**src/rtl/anim_pkg.sv**
```systemverilog
// Shared constants for the LED animation engine: pattern mode codes and
// the sweep direction used by the bounce and fill patterns.
package anim_pkg;

  localparam logic [1:0] MODE_WALK_L = 2'd0;
  localparam logic [1:0] MODE_WALK_R = 2'd1;
  localparam logic [1:0] MODE_BOUNCE = 2'd2;
  localparam logic [1:0] MODE_FILL   = 2'd3;

  typedef enum logic {
    DIR_UP = 1'b0,
    DIR_DN = 1'b1
  } dir_e;

endpackage

```
**src/rtl/anim_prescaler.sv**
```systemverilog
// Step prescaler: counts enabled cycles and fires a one-cycle tick once the
// count reaches div, giving a step period of div+1 cycles. The >= compare
// means lowering div below the running count ticks on the very next cycle.
module anim_prescaler #(
  parameter int DIV_W = 24
) (
  input  logic             clk,
  input  logic             rst,
  input  logic             en,
  input  logic [DIV_W-1:0] div,
  output logic             tick
);

  logic [DIV_W-1:0] cnt_q, cnt_d;

  // Tick decode and counter next value; disabling clears the count so a
  // re-enable always waits a full period before the first step.
  always_comb begin
    tick  = en && (cnt_q >= div);
    cnt_d = cnt_q + DIV_W'(1);
    if (!en || tick) begin
      cnt_d = '0;
    end
  end

  // Counter register.
  always_ff @(posedge clk or posedge rst) begin
    if (rst) begin
      cnt_q <= '0;
    end else begin
      cnt_q <= cnt_d;
    end
  end

endmodule

```
**src/rtl/led_anim_seq.sv**
```systemverilog
// LED animation engine: four patterns (walk-left, walk-right, bounce,
// fill/drain) advanced on prescaler ticks. A mode request is only taken on
// a tick, where it restarts the new pattern instead of advancing, so the
// LEDs never glitch between steps.
// Optional build macro LED_ANIM_PWM_EN adds a bright[3:0] input and a
// free-running 4-bit PWM counter that gates the output for dimming.
module led_anim_seq
  import anim_pkg::*;
#(
  parameter int WIDTH = 8,
  parameter int DIV_W = 24
) (
  input  logic             clk,
  input  logic             rst,
  input  logic             en,
  input  logic [1:0]       mode,
  input  logic [DIV_W-1:0] div,
`ifdef LED_ANIM_PWM_EN
  input  logic [3:0]       bright,
`endif
  output logic [WIDTH-1:0] out,
  output logic [1:0]       mode_act,
  output logic             step
);

  localparam logic [WIDTH-1:0] PAT_LSB = WIDTH'(1);
  localparam logic [WIDTH-1:0] PAT_MSB = PAT_LSB << (WIDTH - 1);

  logic             tick;
  logic [WIDTH-1:0] pat_q, pat_d;
  dir_e             dir_q, dir_d;
  logic [1:0]       mode_act_q, mode_act_d;
  logic [WIDTH-1:0] out_q, out_d;
  logic             step_q, step_d;

  anim_prescaler #(
    .DIV_W (DIV_W)
  ) u_prescaler (
    .clk  (clk),
    .rst  (rst),
    .en   (en),
    .div  (div),
    .tick (tick)
  );

`ifdef LED_ANIM_PWM_EN
  logic [3:0] pwm_cnt_q, pwm_cnt_d;

  // Free-running PWM phase counter, independent of en.
  always_comb pwm_cnt_d = pwm_cnt_q + 4'd1;

  // PWM counter register.
  always_ff @(posedge clk or posedge rst) begin
    if (rst) begin
      pwm_cnt_q <= '0;
    end else begin
      pwm_cnt_q <= pwm_cnt_d;
    end
  end
`endif

  // Pattern state register (pattern, sweep direction, active mode).
  always_ff @(posedge clk or posedge rst) begin
    if (rst) begin
      pat_q      <= PAT_LSB;
      dir_q      <= DIR_UP;
      mode_act_q <= MODE_WALK_L;
    end else begin
      pat_q      <= pat_d;
      dir_q      <= dir_d;
      mode_act_q <= mode_act_d;
    end
  end

  // Next pattern: on a tick either restart a newly requested mode or
  // advance the active one; between ticks everything holds.
  always_comb begin
    pat_d      = pat_q;
    dir_d      = dir_q;
    mode_act_d = mode_act_q;
    if (tick) begin
      if (mode != mode_act_q) begin
        mode_act_d = mode;
        dir_d      = DIR_UP;
        pat_d      = (mode == MODE_WALK_R) ? PAT_MSB : PAT_LSB;
      end else begin
        unique case (mode_act_q)
          MODE_WALK_L: pat_d = (pat_q << 1) | (pat_q >> (WIDTH - 1));
          MODE_WALK_R: pat_d = (pat_q >> 1) | (pat_q << (WIDTH - 1));
          MODE_BOUNCE: begin
            // Turn around on reaching an end so each endpoint shows once;
            // a single LED has nowhere to go and just stays lit.
            if (WIDTH == 1) begin
              pat_d = pat_q;
            end else if (dir_q == DIR_UP) begin
              if (pat_q[WIDTH-1]) begin
                dir_d = DIR_DN;
                pat_d = pat_q >> 1;
              end else begin
                pat_d = pat_q << 1;
              end
            end else begin
              if (pat_q[0]) begin
                dir_d = DIR_UP;
                pat_d = pat_q << 1;
              end else begin
                pat_d = pat_q >> 1;
              end
            end
          end
          MODE_FILL: begin
            // Fill to all-ones, drain down to zero, then refill from 1.
            if (dir_q == DIR_UP) begin
              if (&pat_q) begin
                dir_d = DIR_DN;
                pat_d = pat_q >> 1;
              end else begin
                pat_d = (pat_q << 1) | PAT_LSB;
              end
            end else begin
              if (pat_q == '0) begin
                dir_d = DIR_UP;
                pat_d = PAT_LSB;
              end else begin
                pat_d = pat_q >> 1;
              end
            end
          end
          default: pat_d = pat_q;
        endcase
      end
    end
  end

  // Output drive: registered copy of the pattern while enabled, dark
  // otherwise; step mirrors the tick one cycle later.
  always_comb begin
    step_d = tick;
`ifdef LED_ANIM_PWM_EN
    out_d  = (en && (pwm_cnt_q < bright)) ? pat_q : '0;
`else
    out_d  = en ? pat_q : '0;
`endif
  end

  // Output registers.
  always_ff @(posedge clk or posedge rst) begin
    if (rst) begin
      out_q  <= '0;
      step_q <= 1'b0;
    end else begin
      out_q  <= out_d;
      step_q <= step_d;
    end
  end

  assign out      = out_q;
  assign mode_act = mode_act_q;
  assign step     = step_q;

endmodule

```
**config.mk**
```make
export PLATFORM = sky130hd
export DESIGN_NAME = led_anim_seq
export DESIGN_NICKNAME = d
export VERILOG_FILES = /design/src/rtl/anim_pkg.sv /design/src/rtl/anim_prescaler.sv /design/src/rtl/led_anim_seq.sv
export SDC_FILE = /design/constraint.sdc
export NUM_CORES = 1
export LEC_CHECK = 0
export CORE_MARGIN = 5
export CORE_UTILIZATION = 45
export CTS_CLUSTER_SIZE = 10
export DETAILED_ROUTE_END_ITERATION = 7
export PLACE_DENSITY = 0.65
export SLEW_MARGIN = 20
export SYNTH_ARGS = -nofsm -noshare
export SYNTH_HDL_FRONTEND = slang
export SYNTH_SLANG_ARGS = --single-unit
export TNS_END_PERCENT = 30
```
**constraint.sdc**
```tcl
create_clock -name clk -period 5.8 [get_ports clk]
set_input_delay 1.16 -clock clk [delete_from_list [all_inputs] [get_ports clk]]
set_output_delay 1.16 -clock clk [all_outputs]
set_load 0.05 [all_outputs]
```
After elaboration in Yosys (flattened, before gate mapping)
Index checks and enable logic that the tools add are counted.

word-level totals
  register bits = 44
  latch bits = 0
  RAM bits = 0
  bits in read-only memories = 0
  input port bits = 29
  output and inout bits = 11
  logic and storage cells = 43
  memories = 0

operators by class
  add/sub/neg operators = 1
  $mul = 0
  div/mod/pow operators = 0
  order comparisons = 1
  equal/unequal tests = 5
  shift-type cells = 0
  multiplexer cells = 19
  bitwise gates (word level) = 2
  reductions and logical operators = 9

operators with widths
  cell                                            number
  two-way mux 8 bit                               8
  one-hot mux 8 bit (4 select lines)              1
  adder 24 x 1 -> 24 bit (second input constant)  1
  >= comparator 24 bit                            1
  two-way mux 24 bit                              1
  zero test 8 bit                                 1
  OR 7 x 8 -> 8 bit                               1
  OR 8 x 1 -> 8 bit                               1
  AND reduction 8 bit                             1
  two-way mux 1 bit                               7
  two-way mux 7 bit                               1
  == test 2 x 1 -> 1 bit (second input constant)  2
  == test 2 bit (second input constant)           2
  AND reduction 2 bit                             2
  nonzero test 3 bit                              1
  zero test 2 bit                                 1
  inequality test 2 bit                           1
  one-hot mux 1 bit (2 select lines)              1
  logical AND 1 bit                               1
  zero test 1 bit                                 1
  logical OR 1 bit                                1

Longest topological paths before layout
Gate-level depths: netlist (run 1).

  depth after elaboration = 5
  depth in mapped cells = 10
  mapped depth without buffers = 8

By module
From an unflattened synthesis (run 1), not the netlist that was laid out.

second synthesis, totals
  cell total of the unflattened synthesis = 324
  area, all modules = 2936.6 um^2

by module, submodules not included
  module          instances  cells each  area an instance (um^2)  seq. area each (um^2)
  anim_prescaler  1          201         1811.7                   600.6
  led_anim_seq    1          123         1124.8                   501.7

Least setup slack after synthesis (run 1)
No wires, ideal clock.

  path type = input port to flip-flop
  from = in div[21]
  to = reg u_prescaler.cnt_q[15]
  setup time = 71 ps
  data arrival time = 2896 ps
  data required time = 5729 ps
  slack = 2833 ps
  stages on the path = 10
  cell sequence = inv_1 -> ha_1 -> a21o_1 -> a21o_1 -> a221oi_2 -> o21ai_2 -> or3b_1 -> buf_6 -> buf_6 -> nor2_1

between the ends
  word-level cells in the longest chain between the ends = 4

ends and longest elaborated chain
  item                       line                  RTL
  start: declaration         led_anim_seq.sv:17    input logic [DIV_W-1:0] div,
  >= comparator 24 bit       anim_prescaler.sv:19  tick = en && (cnt_q >= div);
  logical AND 1 bit          anim_prescaler.sv:19
  logical OR 1 bit           anim_prescaler.sv:21  if (!en || tick) begin
  two-way mux 24 bit         anim_prescaler.sv:21
  via u_prescaler.cnt_d[15]  anim_prescaler.sv:14  logic [DIV_W-1:0] cnt_q, cnt_d;
  end signal: assignment     anim_prescaler.sv:31  cnt_q <= cnt_d;
  end: declaration           anim_prescaler.sv:14

The timed path passes the listed nets, and every way through them passes these cells.
A chain may end at the register's enable or synchronous reset.

Worst setup path after layout (run 1)
  from = in div[19]
  to = reg u_prescaler.cnt_q[9]

Same word-level chain as after synthesis.

==> results of run 1 <==
worst max path at each step:
stage,end,from,slack (ns),cells past startpoint
2_1_floorplan,u_prescaler.cnt_q[15],div[21],2.83,10
3_3_place_gp,u_prescaler.cnt_q[4],div[19],1.90,8
3_5_place_dp,u_prescaler.cnt_q[9],div[19],1.90,8
4_1_cts,u_prescaler.cnt_q[9],div[19],2.20,8
5_1_grt,u_prescaler.cnt_q[16],div[19],2.00,8
6_report,u_prescaler.cnt_q[9],div[19],2.20,8
cells by family after synthesis:
| group | count (synthesis) | synth area share [%] |
|---|---|---|
| multiplexers | 14 | 5.39 |
| AND/OR/NAND/NOR | 112 | 19.0 |
| buffers and inverters | 45 | 7.08 |
| XOR/XNOR | 23 | 7.16 |
| flip-flops | 44 | 39.2 |
| AO/OA/AOI/OAI | 48 | 11.0 |
| adder cells (fa/ha/maj) | 25 | 11.1 |
stage by stage:
step,setup WS (ns),power [µW],cell area (µm²),util [%],std cells
2_1_floorplan,2.83,401,2810,-,311
4_1_cts,2.20,674,3340,55.7,422
6_report,2.20,667,3340,55.7,422
3_3_place_gp,1.90,439,3230,53.9,414
5_1_grt,2.00,700,3340,55.7,422
3_5_place_dp,1.90,439,3230,53.9,414
routing by layer:
metal | up-vias | routed length, µm
li1 | 1121 | -
met4 | 0 | 59
met2 | 36 | 2560
met5 | - | 0
met1 | 1019 | 2710
met3 | 7 | 237
cell usage after synthesis, types with 2 or more instances:
cell type	instances
and3_1	2
buf_6	4
a211oi_1	3
nor4_1	2
nor3_1	5
and2_1	10
ha_1	25
o211ai_1	3
nor2_1	40
xnor2_1	7
nor2b_1	2
o21ai_0	9
clkbuf_1	7
a21oi_1	17
mux2i_1	5
dfrtp_1	43
nand2_1	21
o21ai_2	2
mux2_2	8
nand3_1	11
nand4_1	11
a21o_1	4
inv_1	33
xor2_1	16
or2_2	2
layout by cell type, fill, tap and decap left out, drive strengths merged, types with 2 or more instances in the layout:
master and count:
clkbuf 5, nor3 5, xnor2 7, nand3 11, nor4 2, xor2 16
clkdlybuf4s50 39, and3 2, a21oi 17, nand4 11, and2 11, a21o 4
o211ai 3, nor2 41, inv 33, dfrtp 43, nor2b 2, mux2i 5
mux2 9, o21ai 12, ha 25, or2 2, a211oi 3, nand2 21
flip-flops by register name, indices dropped and copies added (netlist names):
name	cells
pat_q	8
u_prescaler.cnt_q	24
dir_q	1
out	8
mode_act	2
step	1
power by group through the flow:
stage / clock [µW] / combinational, µW / sequential (µW)
6_report: 233 / 104 / 330
5_1_grt: 252 / 116 / 332
4_1_cts: 240 / 105 / 329
3_5_place_dp: 0 / 104 / 335
3_3_place_gp: 0 / 103 / 336
2_1_floorplan: 0 / 66.4 / 335
final cells by class:
class / count / area share (%)
tap: 75 / 2.81
multi-input combinational: 222 / 45.2
sequential: 44 / 33.0
timing repair buffer: 40 / 11.9
clock buffer: 5 / 2.06
inverter: 33 / 3.71
clock inverter: 3 / 1.27
worst min-delay path, delay by kind of cell, from the launching register on:
kind	cells	cell delay, ns
AND/OR/NAND/NOR	1	0.08
XOR/XNOR	1	0.08
flip-flops	1	0.36
==> flow_metrics.env, run 1 <==
export IMPL_pwr_share_comb_pct=15.7
export IMPL_whs_path_depth=2
export IMPL_syn_inst=311
export IMPL_worst_slew_pin_slew_ns=0.809
export IMPL_p_seq_share_pct=49.4
export IMPL_min_from="u_prescaler.cnt_q[23]"
export IMPL_timing_fmax_mhz=278
export IMPL_cp_max_fo=24
export IMPL_grt_pass1_wl_um=9320
export IMPL_clock_sinks=44
export IMPL_rrSetupSlack_ns=3.11
export IMPL_slew_viol_final=0
export IMPL_holdWs_ns=0.553
export IMPL_netlist_top_cells_area="dfrtp_1 (38%), ha_1 (11%), nor2_1 (5.3%)"
export IMPL_synth_edf_count=0
export IMPL_hold_class="flop to flop"
export IMPL_ir_drop_mv=0.147
export IMPL_regArea_mm2=0.00110
export IMPL_p_per_area_mw_per_mm2=200
export IMPL_p_leak_uw=0.00161
export IMPL_fin_setup_tns_ns=0
export IMPL_worstPathRequired_ns=5.94
export IMPL_fin_skew_ns=0.00825
export IMPL_cp_end_kind="flop"
export IMPL_dp_hpwl_um=4100
export IMPL_wl_um=5570
export IMPL_period_minus_slack_ns=3.60
export IMPL_io_pins=40
export IMPL_viasPerCell=5.17
export IMPL_synthesis_area_mm2=0.00281
export IMPL_max_stage_delay_ns=0.68
export IMPL_met3_usage_pct=3.04
export IMPL_nNetsFinal=400
export IMPL_intPower_uw=489
export IMPL_cts_repair_resize_count=0
export IMPL_grt_overflow=0
export IMPL_remaining_drc_errors=0
export IMPL_start_kind="input pin"
export IMPL_diodes=0
export IMPL_die_w_um=89.0
export IMPL_period_share_pct=62.1
export IMPL_placeableCoreArea_mm2=0.00599
export IMPL_htree_num_levels=2
export IMPL_r2r_end="u_prescaler.cnt_q[9]"
export IMPL_io_buffers=39
export IMPL_synth_area_per_cell_um2=9.04
export IMPL_cp_arrival_ns=3.74
export IMPL_synthFlopType="dfrtp_1"
export IMPL_vias=2183
export IMPL_cts_inserted_buffers=5
export IMPL_yosysWarnings=0
export IMPL_r2r_cells=6
export IMPL_drive_gt1_share_pct=7.20
export IMPL_syn_to_final_growth_pct=18.8
export IMPL_gp_congestion=0.823
export IMPL_synth_seq_area_share_pct=39.2
export IMPL_setup_viol=0
export IMPL_worst_path_max_delay_cell="or3b_1"
export IMPL_synth_distinct_cells=44
export IMPL_p_switching_uw=178
export IMPL_met1_usage_pct=20.4
export IMPL_route_antenna_remaining_nets=0
export IMPL_grt_setup_unrepaired="false"
export IMPL_critPathBufInv=2
export IMPL_p_sw_share_pct=26.7
export IMPL_hold_viol_final=0
export IMPL_busiest_layer="met2"
export IMPL_cts_tree="done"
export IMPL_synth_area_leader_cell="dfrtp_1"
export IMPL_clockBufferDepth=2
export IMPL_status="complete, no violations"
export IMPL_cap_viol_max_count=0
export IMPL_ys_ff_latch=44
export IMPL_cp_cell_sequence="clkdlybuf4s50_1 -> inv_1 -> ha_1 -> nand4_1 -> or4_1 -> o21ai_2 -> or3b_1 -> nor2_1"
export IMPL_clock_latency_ns=0.29
export IMPL_yosysTopAreaCellShare_pct=38.3
export IMPL_met2_usage_pct=24.1
export IMPL_clock_power_share_pct=34.9
export IMPL_relSlewSlack_pct=46.1
export IMPL_worstHoldEndpoint="u_prescaler.cnt_q[23]"
export IMPL_path_delay_family="simple AND/OR/NAND/NOR gates"
export IMPL_syn_num_nets=365
export IMPL_async_reset_ff_share_pct=100
export IMPL_num_fill_cells=543
export IMPL_ctsRootBufferMaster="clkbuf_8"
export IMPL_post_cts_repair_setup_buffers=0
export IMPL_antenna_found_initial=0
export IMPL_grt_max_degree=45
export IMPL_drt_initial_drc_count=89
export IMPL_track_usage_pct=14.9
export IMPL_die_h_um=89.0
export IMPL_grt_pass1_vias=2064
export IMPL_die_area_mm2=0.00793
export IMPL_drt_pass1_iterations=6
export IMPL_path_class="input pin to flop"
export IMPL_multiInputGateArea_mm2=0.00151
export IMPL_r2r_start="u_prescaler.cnt_q[15]"
export IMPL_start_util_pct=46.9
export IMPL_wire_per_inst_um=13.2
export IMPL_clk_pin_slew_ns=0.08
export IMPL_holdBufCountCts=0
export IMPL_rows=28
Power figures use the tool's default switching activity.
==> inputs of run 2 (changes only) <==
PLACE_DENSITY = 0.68   (was 0.65)
clock period = 3.24 ns   (was 5.8 ns; I/O delays follow)
==> run 2 against run 1 <==
  * Count of clock-buffer cells in the layout increased by 2
  * Sequential power increased by 79%
  * Via count increased by 3.1%
  * Wire length decreased by 0.59%
  * Utilization increased by 0.75 points
  * Global-route usage increased by 0.33 points
  * Combinational power increased by 80%
  * Worst setup slack got worse by 1.8 ns
  * Critical path type unchanged
  * Critical endpoint is now mode_act[0]
  * Largest cell class unchanged
==> flow_metrics.env, run 2 (synthesized netlist as in run 1, its figures left out) <==
export IMPL_largest_reg_flops=24
export IMPL_clock_sinks=44
export IMPL_grt_setup_unrepaired="false"
export IMPL_period_share_pct=86.9
export IMPL_gp_congestion=0.820
export IMPL_holdWs_ns=0.561
export IMPL_grt_overflow=0
export IMPL_design_area_mm2=0.00338
export IMPL_fin_setup_tns_ns=0
export IMPL_viasPerCell=5.28
export IMPL_cts_inserted_buffers=5
export IMPL_rrSetupSlack_ns=0.80
export IMPL_die_w_um=89.0
export IMPL_post_cts_repair_setup_buffers=0
export IMPL_grt_pass1_vias=2267
export IMPL_cp_end_kind="flop"
export IMPL_cp_max_fo=11
export IMPL_ctsRootBufferMaster="clkbuf_8"
export IMPL_setup_slack_ns=0.424
export IMPL_placeableCoreArea_mm2=0.00599
export IMPL_cp_arrival_ns=2.99
export IMPL_p_per_area_mw_per_mm2=360
export IMPL_die_area_mm2=0.00793
export IMPL_setup_viol=0
export IMPL_wl_um=5530
export IMPL_worstPathRequired_ns=3.41
export IMPL_drive_gt1_share_pct=8.26
export IMPL_rows=28
export IMPL_holdBufCountCts=0
export IMPL_cap_viol_max_count=0
export IMPL_regMostFlops="u_prescaler.cnt_q"
export IMPL_antenna_found_initial=0
export IMPL_start_kind="input pin"
export IMPL_num_fill_cells=539
export IMPL_syn_to_final_growth_pct=20.4
export IMPL_grt_max_degree=45
export IMPL_cts_repair_resize_count=0
export IMPL_clockBufferDepth=2
export IMPL_ir_drop_mv=0.246
export IMPL_hold_viol_final=0
export IMPL_relSlewSlack_pct=59.6
export IMPL_route_antenna_remaining_nets=0
export IMPL_slew_viol_final=0
export IMPL_status="complete, no violations"
export IMPL_multiInputGateArea_mm2=0.00151
export IMPL_regArea_mm2=0.00110
export IMPL_worstSetupStartpoint="div[19]"
export IMPL_wire_per_inst_um=13.0
export IMPL_layout_common_cells="dfrtp_1 (43), nor2_1 (40), clkdlybuf4s50_1 (39)"
export IMPL_die_h_um=89.0
export IMPL_timing_fmax_mhz=355
export IMPL_dp_hpwl_um=4240
export IMPL_clock_latency_ns=0.29
export IMPL_place_area_mm2=0.00326
export IMPL_fin_util_pct=56.5
export IMPL_p_leak_uw=0.00163
export IMPL_vias=2251
export IMPL_fin_skew_ns=0.00679
export IMPL_clk_pin_slew_ns=0.08
export IMPL_path_class="input pin to flop"
export IMPL_min_from="u_prescaler.cnt_q[23]"
export IMPL_io_pins=40
export IMPL_drt_pass1_iterations=4
export IMPL_io_buffers=39
export IMPL_htree_num_levels=2
export IMPL_remaining_drc_errors=0
export IMPL_drt_initial_drc_count=58
export IMPL_cts_tree="done"
export IMPL_track_usage_pct=15.2
export IMPL_pre_cts_slack_ns=0.121
export IMPL_worst_slew_pin_slew_ns=0.601
export IMPL_hold_class="flop to flop"
export IMPL_start_util_pct=46.9
export IMPL_layout_commonest_cell="dfrtp_1"
export IMPL_nNetsFinal=404
export IMPL_diodes=0
export IMPL_period_minus_slack_ns=2.82
export IMPL_grt_pass1_wl_um=9560
export IMPL_r2r_start="u_prescaler.cnt_q[15]"
==> run 2: cell types whose count changed in the layout (fill, tap and decap cells not counted) <==
| cell | change |
|---|---|
| clkinvlp_4 | -1 |
| clkinv_2 | -1 |
| clkbuf_8 | +2 |
| buf_4 | +4 |
==> run 2: layout make-up <==
class                           count  share of cell area [%]
Sequential cell                    44                    32.6
Timing Repair Buffer               44                    12.6
Clock buffer                        7                    2.85
Tap cell                           75                    2.77
Inverter                           33                    3.66
Multi-Input combinational cell    222                    44.6
Clock inverter                      1                   0.887
==> run 2: critical path, stage by stage <==
cell and delay (ns):
clkdlybuf4s50_1 0.45, inv_1 0.04, ha_1 0.31, nand4_1 0.14, or4_1 0.58, o21ai_2 0.23
o21ai_2 0.07, buf_4 0.20, mux2_1 0.31
==> run 2: metrics by stage <==
| step | power, µW | std cells |
|---|---|---|
| final | 1220 | 426 |
| after global routing | 1290 | 426 |
| after CTS | 1240 | 426 |
| after detailed placement | 789 | 418 |
| after global placement | 787 | 418 |
| after floorplan | 718 | 311 |
==> run 2: routing by layer <==
layer  track usage (%)  up-vias  wire length [µm]  share of wire [%]
li1                  -     1128                 -                  -
met1              18.5     1072              2530                 46
met4              5.41        0                74                1.3
met5                 0        -                 0                  0
met3              3.96        7               266                4.8
met2              26.1       44              2660                 48
==> run 2: worst paths after layout <==
check	end	cells after the start
worst max register to register	mode_act[0]	7
worst min-delay path	u_prescaler.cnt_q[23]	2
worst min register to register	u_prescaler.cnt_q[23]	2
min in group asynchronous	u_prescaler.cnt_q[18]	3
max in group asynchronous	pat_q[0]	3
worst max-delay path	mode_act[0]	9
==> run 2: power breakdown <==
| group | leakage, µW | total (µW) | switching [µW] | internal, µW |
|---|---|---|---|---|
| registers | 0.000602 | 590 | 27.2 | 563 |
| clock network | 0.0000645 | 443 | 171 | 272 |
| logic | 0.000968 | 187 | 101 | 86.3 |
==> inputs of run 3 (changes only) <==
CTS_CLUSTER_DIAMETER = 30   (was not set)
clock period = 2.4 ns   (was 3.24 ns; I/O delays follow)
==> run 3 against run 2 <==
  * The flow now finishes with violations (setup timing)
  * Sequential cell count stayed put
  * Critical path depth increased by 2
  * Register-to-register slack got worse by 0.84 ns
  * Global-route usage grew 0.96 points
  * First-iteration DRC count is 10% higher
  * Non-clock buffer count is 23 higher
  * Worst setup slack got worse by 0.47 ns
  * Design area rose by 14%
  * Largest cell class unchanged
  * Largest power group unchanged
==> flow_metrics.env, run 3 (synthesized netlist as in run 1, its figures left out) <==
export IMPL_power_total_uw=1570
export IMPL_ctsRootBufferMaster="clkbuf_8"
export IMPL_htree_num_levels=2
export IMPL_cts_inserted_buffers=5
export IMPL_layout_commonest_cell="dfrtp_1"
export IMPL_grt_setup_unrepaired="true"
export IMPL_wl_um=6440
export IMPL_relSlewSlack_pct=62.6
export IMPL_timing_fmax_mhz=409
export IMPL_regArea_mm2=0.00110
export IMPL_drt_pass1_iterations=4
export IMPL_drive_gt1_share_pct=23.3
export IMPL_p_per_area_mw_per_mm2=408
export IMPL_clock_latency_ns=0.29
export IMPL_cp_max_fo=6
export IMPL_setup_slack_ns=-0.0454
export IMPL_critical_path_most_common_cell="a21o_1"
export IMPL_setup_viol=20
export IMPL_grt_overflow=0
export IMPL_track_usage_pct=16.2
export IMPL_rrSetupSlack_ns=-0.04
export IMPL_cap_viol_max_count=0
export IMPL_start_kind="input pin"
export IMPL_start_util_pct=46.9
export IMPL_period_share_pct=102
export IMPL_multiInputGateArea_mm2=0.00178
export IMPL_holdBufCountCts=0
export IMPL_io_buffers=39
export IMPL_diodes=0
export IMPL_worst_path_max_delay_cell="or3b_4"
export IMPL_gp_congestion=0.838
export IMPL_grt_pass1_wl_um=10200
export IMPL_cp_end_kind="flop"
export IMPL_period_minus_slack_ns=2.45
export IMPL_die_area_mm2=0.00793
export IMPL_placeableCoreArea_mm2=0.00599
export IMPL_layout_common_cells="dfrtp_1 (43), inv_1 (27), nor2_1 (24)"
export IMPL_max_stage_delay_ns=0.45
export IMPL_vias=2372
export IMPL_grt_max_degree=45
export IMPL_nNetsFinal=427
export IMPL_route_antenna_remaining_nets=0
export IMPL_die_h_um=89.0
export IMPL_cp_arrival_ns=2.67
export IMPL_clock_sinks=44
export IMPL_p_leak_uw=0.00178
export IMPL_pre_cts_slack_ns=-0.571
export IMPL_viasPerCell=5.28
export IMPL_worst_slew_pin_slew_ns=0.561
export IMPL_instances_no_fill=449
export IMPL_violations="setup timing"
export IMPL_cp_cell_sequence="dlygate4sd2_1 -> inv_1 -> ha_1 -> a21o_1 -> a21o_1 -> a221oi_4 -> o21ai_4 -> buf_6 -> or3b_4 -> clkbuf_16 -> nor2_4"
export IMPL_hold_viol_final=0
export IMPL_io_pins=40
export IMPL_rows=28
export IMPL_slew_viol_final=0
export IMPL_clk_pin_slew_ns=0.08
export IMPL_dp_hpwl_um=4340
export IMPL_die_w_um=89.0
export IMPL_remaining_drc_errors=0
export IMPL_largest_reg_flops=24
export IMPL_num_fill_cells=493
export IMPL_ir_drop_mv=0.348
export IMPL_fin_skew_ns=0.00690
export IMPL_wire_per_inst_um=14.3
export IMPL_place_inst=433
export IMPL_antenna_found_initial=0
export IMPL_clockBufferDepth=2
export IMPL_drt_initial_drc_count=64
export IMPL_cts_tree="done"
export IMPL_grt_pass1_vias=2314
export IMPL_path_class="input pin to flop"
export IMPL_worstPathRequired_ns=2.62
export IMPL_regMostFlops="u_prescaler.cnt_q"
export IMPL_status="finished with violations"
export IMPL_syn_to_final_growth_pct=37.2
export IMPL_hold_class="flop to flop"
[run 3: what timing repair did]
item                                   CTS  global route
setup buffers                            3             1
resized for setup                       42            37
gates cloned                             1             3
pin swaps                               12            25
endpoints found under the hold margin    0             0
setup endpoints to repair               35            34
[run 3: final cells by class]
type | count | area share [%]
Timing Repair Buffer | 67 | 17.2
Multi-Input combinational cell | 222 | 46.2
Inverter | 33 | 3.21
Clock buffer | 8 | 2.34
Sequential cell | 44 | 28.6
Tap cell | 75 | 2.43
[run 3: power by group]
group / switching (µW) / internal, µW / total [µW] / leakage, µW
clock: 232 / 235 / 466 / 0.0000455
sequential: 34.3 / 760 / 794 / 0.000602
combinational: 171 / 142 / 313 / 0.00113
[run 3: layer usage]
metal	routed length (µm)	vias up	global-route usage [%]
met2	3220	43	27.1
met4	29	0	4.06
met3	268	2	3.23
met1	2920	1151	21.6
li1	-	1176	-
met5	0	-	0
[run 3: metrics by stage]
step	area, µm²	setup TNS (ns)	hold slack, ns	util (%)
after floorplan	2810	0	0.486	-
after global placement	3400	-14.71	0.524	56.7
after detailed placement	3400	-16.79	0.536	56.7
after CTS	3650	-0.0134	0.579	60.9
after global routing	3860	-3.07	0.615	64.4
final	3860	-0.587	0.590	64.4
[run 3: final timing paths]
path,startpoint,cells after the start,end
setup reg to reg,u_prescaler.cnt_q[21],9,u_prescaler.cnt_q[17]
setup / recovery,div[21],11,u_prescaler.cnt_q[17]
min in group asynchronous,rst,3,u_prescaler.cnt_q[22]
max in group asynchronous,rst,3,pat_q[0]
hold / removal,u_prescaler.cnt_q[0],2,u_prescaler.cnt_q[0]
hold reg to reg,u_prescaler.cnt_q[0],2,u_prescaler.cnt_q[0]
[run 3: critical path, delay by kind of cell]
family	cells	cell delay, ns
compound gates	4	0.80
fa+ha+maj	1	0.29
simple gates	2	0.52
buf+inv	4	0.57
==> RTL change 1 (settings of run 3) <==
The option `LED_ANIM_PWM_EN` is turned on by a define.
--- a/src/rtl/led_anim_seq.sv
+++ b/src/rtl/led_anim_seq.sv
@@ -5,4 +5,6 @@
 // Optional build macro LED_ANIM_PWM_EN adds a bright[3:0] input and a
 // free-running 4-bit PWM counter that gates the output for dimming.
+`define LED_ANIM_PWM_EN
+
 module led_anim_seq
   import anim_pkg::*;
Interface: changed (added bright); port bits go from 40 to 44. The function was not compared with the original's and may differ.
==> RTL change 1 against run 3 <==
Sequential cell count is 4 higher; clock power up 32%; combinational power is 2% higher; count of clock-buffer cells in the layout fell by 2; sequential share of layout area is 0.067 points higher; final area increased by 9.1%; area after synthesis grew 11%; total power increased by 13%; routed wire length rose by 12%; worst setup slack better by 130 ps; register-to-register slack improved by 160 ps; critical path type unchanged.
==> RTL change 1: results (changes against run 3) <==
| Result | Reported | vs run 3 |
| --- | --- | --- |
| Fraction of synthesis flops using an asynchronous set or reset pin | 1.000 | unchanged |
| Number of inserted diodes | 0 | unchanged |
| Placer Congestion | 0.9624 | +15% |
| Number of routed nets with antenna violations | 0 | unchanged |
| Placed Instance Area | 0.003764 sq mm | +11% |
| Number of cells traversed by the worst register-to-register path | 8 | -1 |
| Post-Syn Nets | 390 | +6.8% |
| Storage element area | 0.001205 sq mm | +9.3% |
| CP Data Arrival Time | 2500 ps | -170 ps |
| Top Family by Delay on Critical Path | buffers and inverters |  |
| Count of synthesis-stage warnings from yosys | 0 | unchanged |
| Peak VDD IR | 304.8 uV | -13% |
| Count of final hold-check violations | 0 | unchanged |
| Highest Clock Rate | 0.4326 GHz | +5.8% |
| DR vias/cell | 5.350 | +1.3% |
| Maximum level of the CTS H-tree | 2 | unchanged |
| Top post-synthesis cells by area | dfrtp_1 38%, ha_1 12%, mux2_4 4.3% |  |
| Portion of the post-synthesis area used by sequential elements | 0.3858 | -0.006289 |
| Largest net degree at the start of global routing | 22 | -51% |
| Share of cells above drive strength 1 | 0.2443 | +0.01171 |
| Cell with the largest stage delay on the worst path | clkdlybuf4s50_1 |  |
| Input/output buffers | 43 | +10% |
| Clock transition at the register clock pins on the worst setup and hold paths after CTS | 90 ps |  |
| Clock tree buffer depth | 2 | unchanged |
| Total routing usage reported by global routing | 0.1740 | +0.01219 |
| Largest driver fanout on the critical path | 6 | unchanged |
| First-pass DRT Iterations | 4 | unchanged |
| Yosys cell types | 52 | +18% |
| Headroom to the max-slew limit | 0.6641 | +0.03809 |
| Post-Place Setup Slack | -515.2 ps | +55.46 ps |
| Status | finished clean |  |
| CP max stage delay | 450 ps | about the same |
| Cell-internal power | 1.318 mW | +16% |
| Antenna violations before repair | 0 | unchanged |
| Top cell types by occurrence after synthesis | 47 x dfrtp_1, 36 x nor2_1, 35 x inv_1, 29 x ha_1, 17 x nand2_1 |  |
| Largest register FFs | 24 | unchanged |
| Number of nets at the end of the flow | 458 | +7.3% |
| Min-Delay Path Class | in -> async |  |
| Final setup skew | 3.337 ps | -3.562 ps |
| Final HPWL DP | 5.305 mm | +22% |
| Number of DRC violations after detailed-routing iteration 0 | 55 | -14% |
| CTS root buffer | clkbuf_8 |  |
| Global-route wire length before repair | 11.99 mm | +17% |
| Detail-routed net length per standard cell | 15.14 microns | +5.6% |
| Number of filler cells placed in the layout | 553 | +12% |
| Number of global-route vias before repair | 2529 | +9.3% |
| Inserted Clock Buffers | 5 | unchanged |
| Number of remaining DRC errors | 0 | unchanged |
| Leak Pwr | 2.015 nW | +13% |
| R2r setup slk | 120 ps | +160 ps |
| Register containing the most flip-flops in the final layout | u_prescaler.cnt_q |  |
| Clock latency on the worst-skew pair | 300 ps |  |
==> RTL change 1: changes by cell type in the layout (fill, tap and decap cells not counted), moves of 6 or more <==
cell,delta
dlygate4sd2_1,-12
dlymetal6s2s_1,+11
ha_1,-6
ha_4,+9
inv_1,-7
inv_2,+9
mux2_2,-7
mux2_4,+9
nand2_1,-7
nor2_1,+12
nor2_4,-16
nor2b_1,+7
==> RTL change 1: worst register-to-register path: stages, from the launching register on <==
cell and delay (ps):
dfrtp_2 450, ha_4 270, nand4_1 200, nor4_4 310, nand4_2 160, o211ai_2 210, o21ai_2 110, buf_6 170
mux2_4 290
==> RTL change 1: area by class of cell <==
type	count	share of cell area
clock buffers	6	0.01964
clock inverters	2	0.009223
inverters	35	0.03124
multi-input cells	237	0.4740
flip-flops and latches	48	0.2865
well taps	80	0.02380
repair buffers	69	0.1556
==> RTL change 1: cells by family after synthesis <==
logic type | Yosys count | share of synthesized area
simple gates | 116 | 0.1999
compound gates | 56 | 0.1221
flops | 48 | 0.3858
buf+inv | 43 | 0.05540
fa+ha+maj | 29 | 0.1164
xor+xnor | 25 | 0.07025
mux | 11 | 0.05018
==> RTL change 1: what timing repair did <==
item | CTS | global route
setup buffers | 4 | 1
gates cloned | 0 | 0
hold buffers | 0 | 0
endpoints found under the setup margin | 34 | 32
pin swaps | 21 | 18
resized for setup | 33 | 33
==> RTL change 1: layer usage <==
| metal | vias to the layer above | part of all wire | track usage |
|---|---|---|---|
| met5 | - | 0 | 0 |
| met4 | 0 | 0.018 | 0.06471 |
| met3 | 12 | 0.033 | 0.03057 |
| met2 | 53 | 0.49 | 0.2841 |
| met1 | 1227 | 0.46 | 0.2300 |
| li1 | 1260 | - | - |
==> RTL change 1: power by group through the flow <==
stage | sequential, mW | combinational (mW) | clock [mW]
4_1_cts | 0.847 | 0.313 | 0.627
3_3_place_gp | 0.862 | 0.288 | 0
2_1_floorplan | 0.871 | 0.161 | 0
5_1_grt | 0.851 | 0.354 | 0.660
6_report | 0.848 | 0.320 | 0.616
3_5_place_dp | 0.862 | 0.295 | 0
==> RTL change 1: stage by stage <==
step | hold slack, ps | std cells
finish | 431.8 | 477
global route | 450.5 | 477
CTS | 438.7 | 476
detailed placement | 474.2 | 464
global placement | 469.9 | 464
floorplan | 434.7 | 328
==> RTL change 1: path summary, 6_finish.rpt <==
kind,start,end
hold / removal,rst,pwm_cnt_q[0]
max in group asynchronous,rst,u_prescaler.cnt_q[22]
setup / recovery,div[3],pat_q[6]
min in group clk,pwm_cnt_q[0],pwm_cnt_q[0]
setup reg to reg,u_prescaler.cnt_q[21],pat_q[6]
hold reg to reg,pwm_cnt_q[0],pwm_cnt_q[0]
==> RTL change 2 (flow settings as in run 3) <==
Made on the original files. Remove the register `out_q`: a continuous assignment takes its place, so the output `out` follows one clock earlier.
--- a/src/rtl/led_anim_seq.sv
+++ b/src/rtl/led_anim_seq.sv
@@ -147,11 +147,11 @@
   always_ff @(posedge clk or posedge rst) begin
     if (rst) begin
-      out_q  <= '0;
       step_q <= 1'b0;
     end else begin
-      out_q  <= out_d;
       step_q <= step_d;
     end
   end
+
+  assign out_q = out_d;
 
   assign out      = out_q;
Function: changed (Yosys sat finds a counterexample within 4 cycles, from zero or initial values and one cycle with rst high).
==> RTL change 2 against run 3 <==
The run still ends with setup timing left; routed wire length down 0.42%; clock skew down 0.54 ps; via count down 1.2%; sequential cell count down 8; total power down 2.1%; worst setup slack worse by 33 ps; area after synthesis down 3.3%; final area down 2.8%; highest routed layer unchanged.
==> RTL change 2: results (changes against run 3) <==
| Result | Reported | vs run 3 |
| --- | --- | --- |
| Status | complete, but fails checks |  |
| Failing checks | setup timing |  |
| Number of DRC violations after detailed-routing iteration 0 | 82 | +28% |
| CP Data Arrival Time | 2650 ps | -20 ps |
| Cell with the largest stage delay on the worst path | o311a_4 |  |
| Portion of the post-synthesis area used by sequential elements | 0.3318 | -0.06028 |
| Top cell types by occurrence after synthesis | 48 x nor2_1, 35 x dfrtp_1, 29 x inv_1, 25 x ha_1, 24 x nand2_1 |  |
| Via count | 2343 | -1.2% |
| Share of cells above drive strength 1 | 0.2602 | +0.02754 |
| Sum of internal, switching and leakage power | 1.541 mW | -2.1% |
| Leak Pwr | 1.758 nW | -0.99% |
| Synth Area in Adders | 0.1150 | +0.003789 |
| Comb pwr share | 0.204 | +0.005 |
| Xor and xnor fraction of the mapped netlist area | 0.07409 | +0.002440 |
| Beginning of the worst register-to-register path | u_prescaler.cnt_q[2] |  |
| Top Family by Delay on Critical Path | compound AO/OA/AOI/OAI gates |  |
| Number of filler cells placed in the layout | 479 | -2.8% |
| Final HPWL DP | 4.511 mm | +3.9% |
| Total met2 wirelength after detailed routing | 3.234 mm | +0.47% |
| Met2 GRT Util | 0.3048 | +0.03354 |
| Total of cells resized after clock tree synthesis | 49 | +17% |
| Number of global-route vias before repair | 2419 | +4.5% |
| Top post-synthesis cells by area | dfrtp_1 32%, ha_1 12%, nor2_1 6.6% |  |
| Met1 Resource Use GR | 0.2185 | +0.002825 |
| Peak VDD IR | 291.6 uV | -16% |
| Met1 wire length | 2.804 mm | -3.9% |
| Post-Place Setup Slack | -485.0 ps | +85.71 ps |
| Setup Total Neg Slack | -408.5 ps | +178.2 ps |
| Storage element area | 902.1 sq um | -18% |
| Final setup skew | 6.364 ps | -0.5354 ps |
| Met3 global-route usage | 0.03669 | +0.004431 |
| Global-route wire length before repair | 10.69 mm | +4.6% |
| Placer Congestion | 0.8378 | about the same |
| First-pass DRT Iterations | 5 | +1 |
| Startpoint of the worst setup timing path | div[2] |  |
| Setup violations, final | 10 | -50% |
| Largest net degree at the start of global routing | 37 | -18% |
| Cell-internal power | 1.139 mW | +0.19% |
| Number of buffers inserted by post-CTS setup repair | 4 | +1 |
| Setup slack of the critical path after layout | -78.49 ps | -33.10 ps |
| Power Clock | 0.582 mW | +25% |
| Largest driver fanout on the critical path | 5 | -1 |
| Number of nets at the end of the flow | 422 | -1.2% |
| Share of the synthesized area in compound gates (AO/OA/AOI/OAI) | 0.09940 | -0.01052 |
| Post-Syn Nets | 367 | +0.55% |
| Transition time at the pin with the least slew margin | 497.1 ps | -63.84 ps |
| Detail Route met3 WL | 325 microns | +21% |
| Total wire length after detailed routing | 6.410 mm | -0.42% |
| DR vias/cell | 5.277 | -0.11% |
| CP max stage delay | 390 ps | -60 ps |
| Placed Instance Area | 0.003318 sq mm | -2.3% |
| Multiplexer share of the synthesized area | 0.07271 | +0.01886 |
## RTL change 2: cell count changes in the layout (fill, tap and decap cells not counted), sizes merged, moves of 4 or more
cell           delta
buf               +5
dfrtp             -8
clkbuf            -4
clkdlybuf4s50     -8
nand2b            +5
nor2              +8
inv               -4
## RTL change 2: cell type report
class | instances | share of cell area
Timing Repair Buffer | 60 | 0.1710
Tap cell | 75 | 0.02504
Multi-Input combinational cell | 236 | 0.5005
Sequential cell | 36 | 0.2407
Clock buffer | 7 | 0.02571
Clock inverter | 1 | 0.008013
Inverter | 29 | 0.02905
## RTL change 2: worst paths after layout
| path | end | slack [ps] |
|---|---|---|
| setup / recovery | mode_act[0] | -80 |
| hold / removal | u_prescaler.cnt_q[0] | 570 |
| setup reg to reg | mode_act[0] | -70 |
| hold reg to reg | u_prescaler.cnt_q[0] | 570 |
| max in group asynchronous | pat_q[0] | 1440 |
| min in group asynchronous | u_prescaler.cnt_q[2] | 600 |
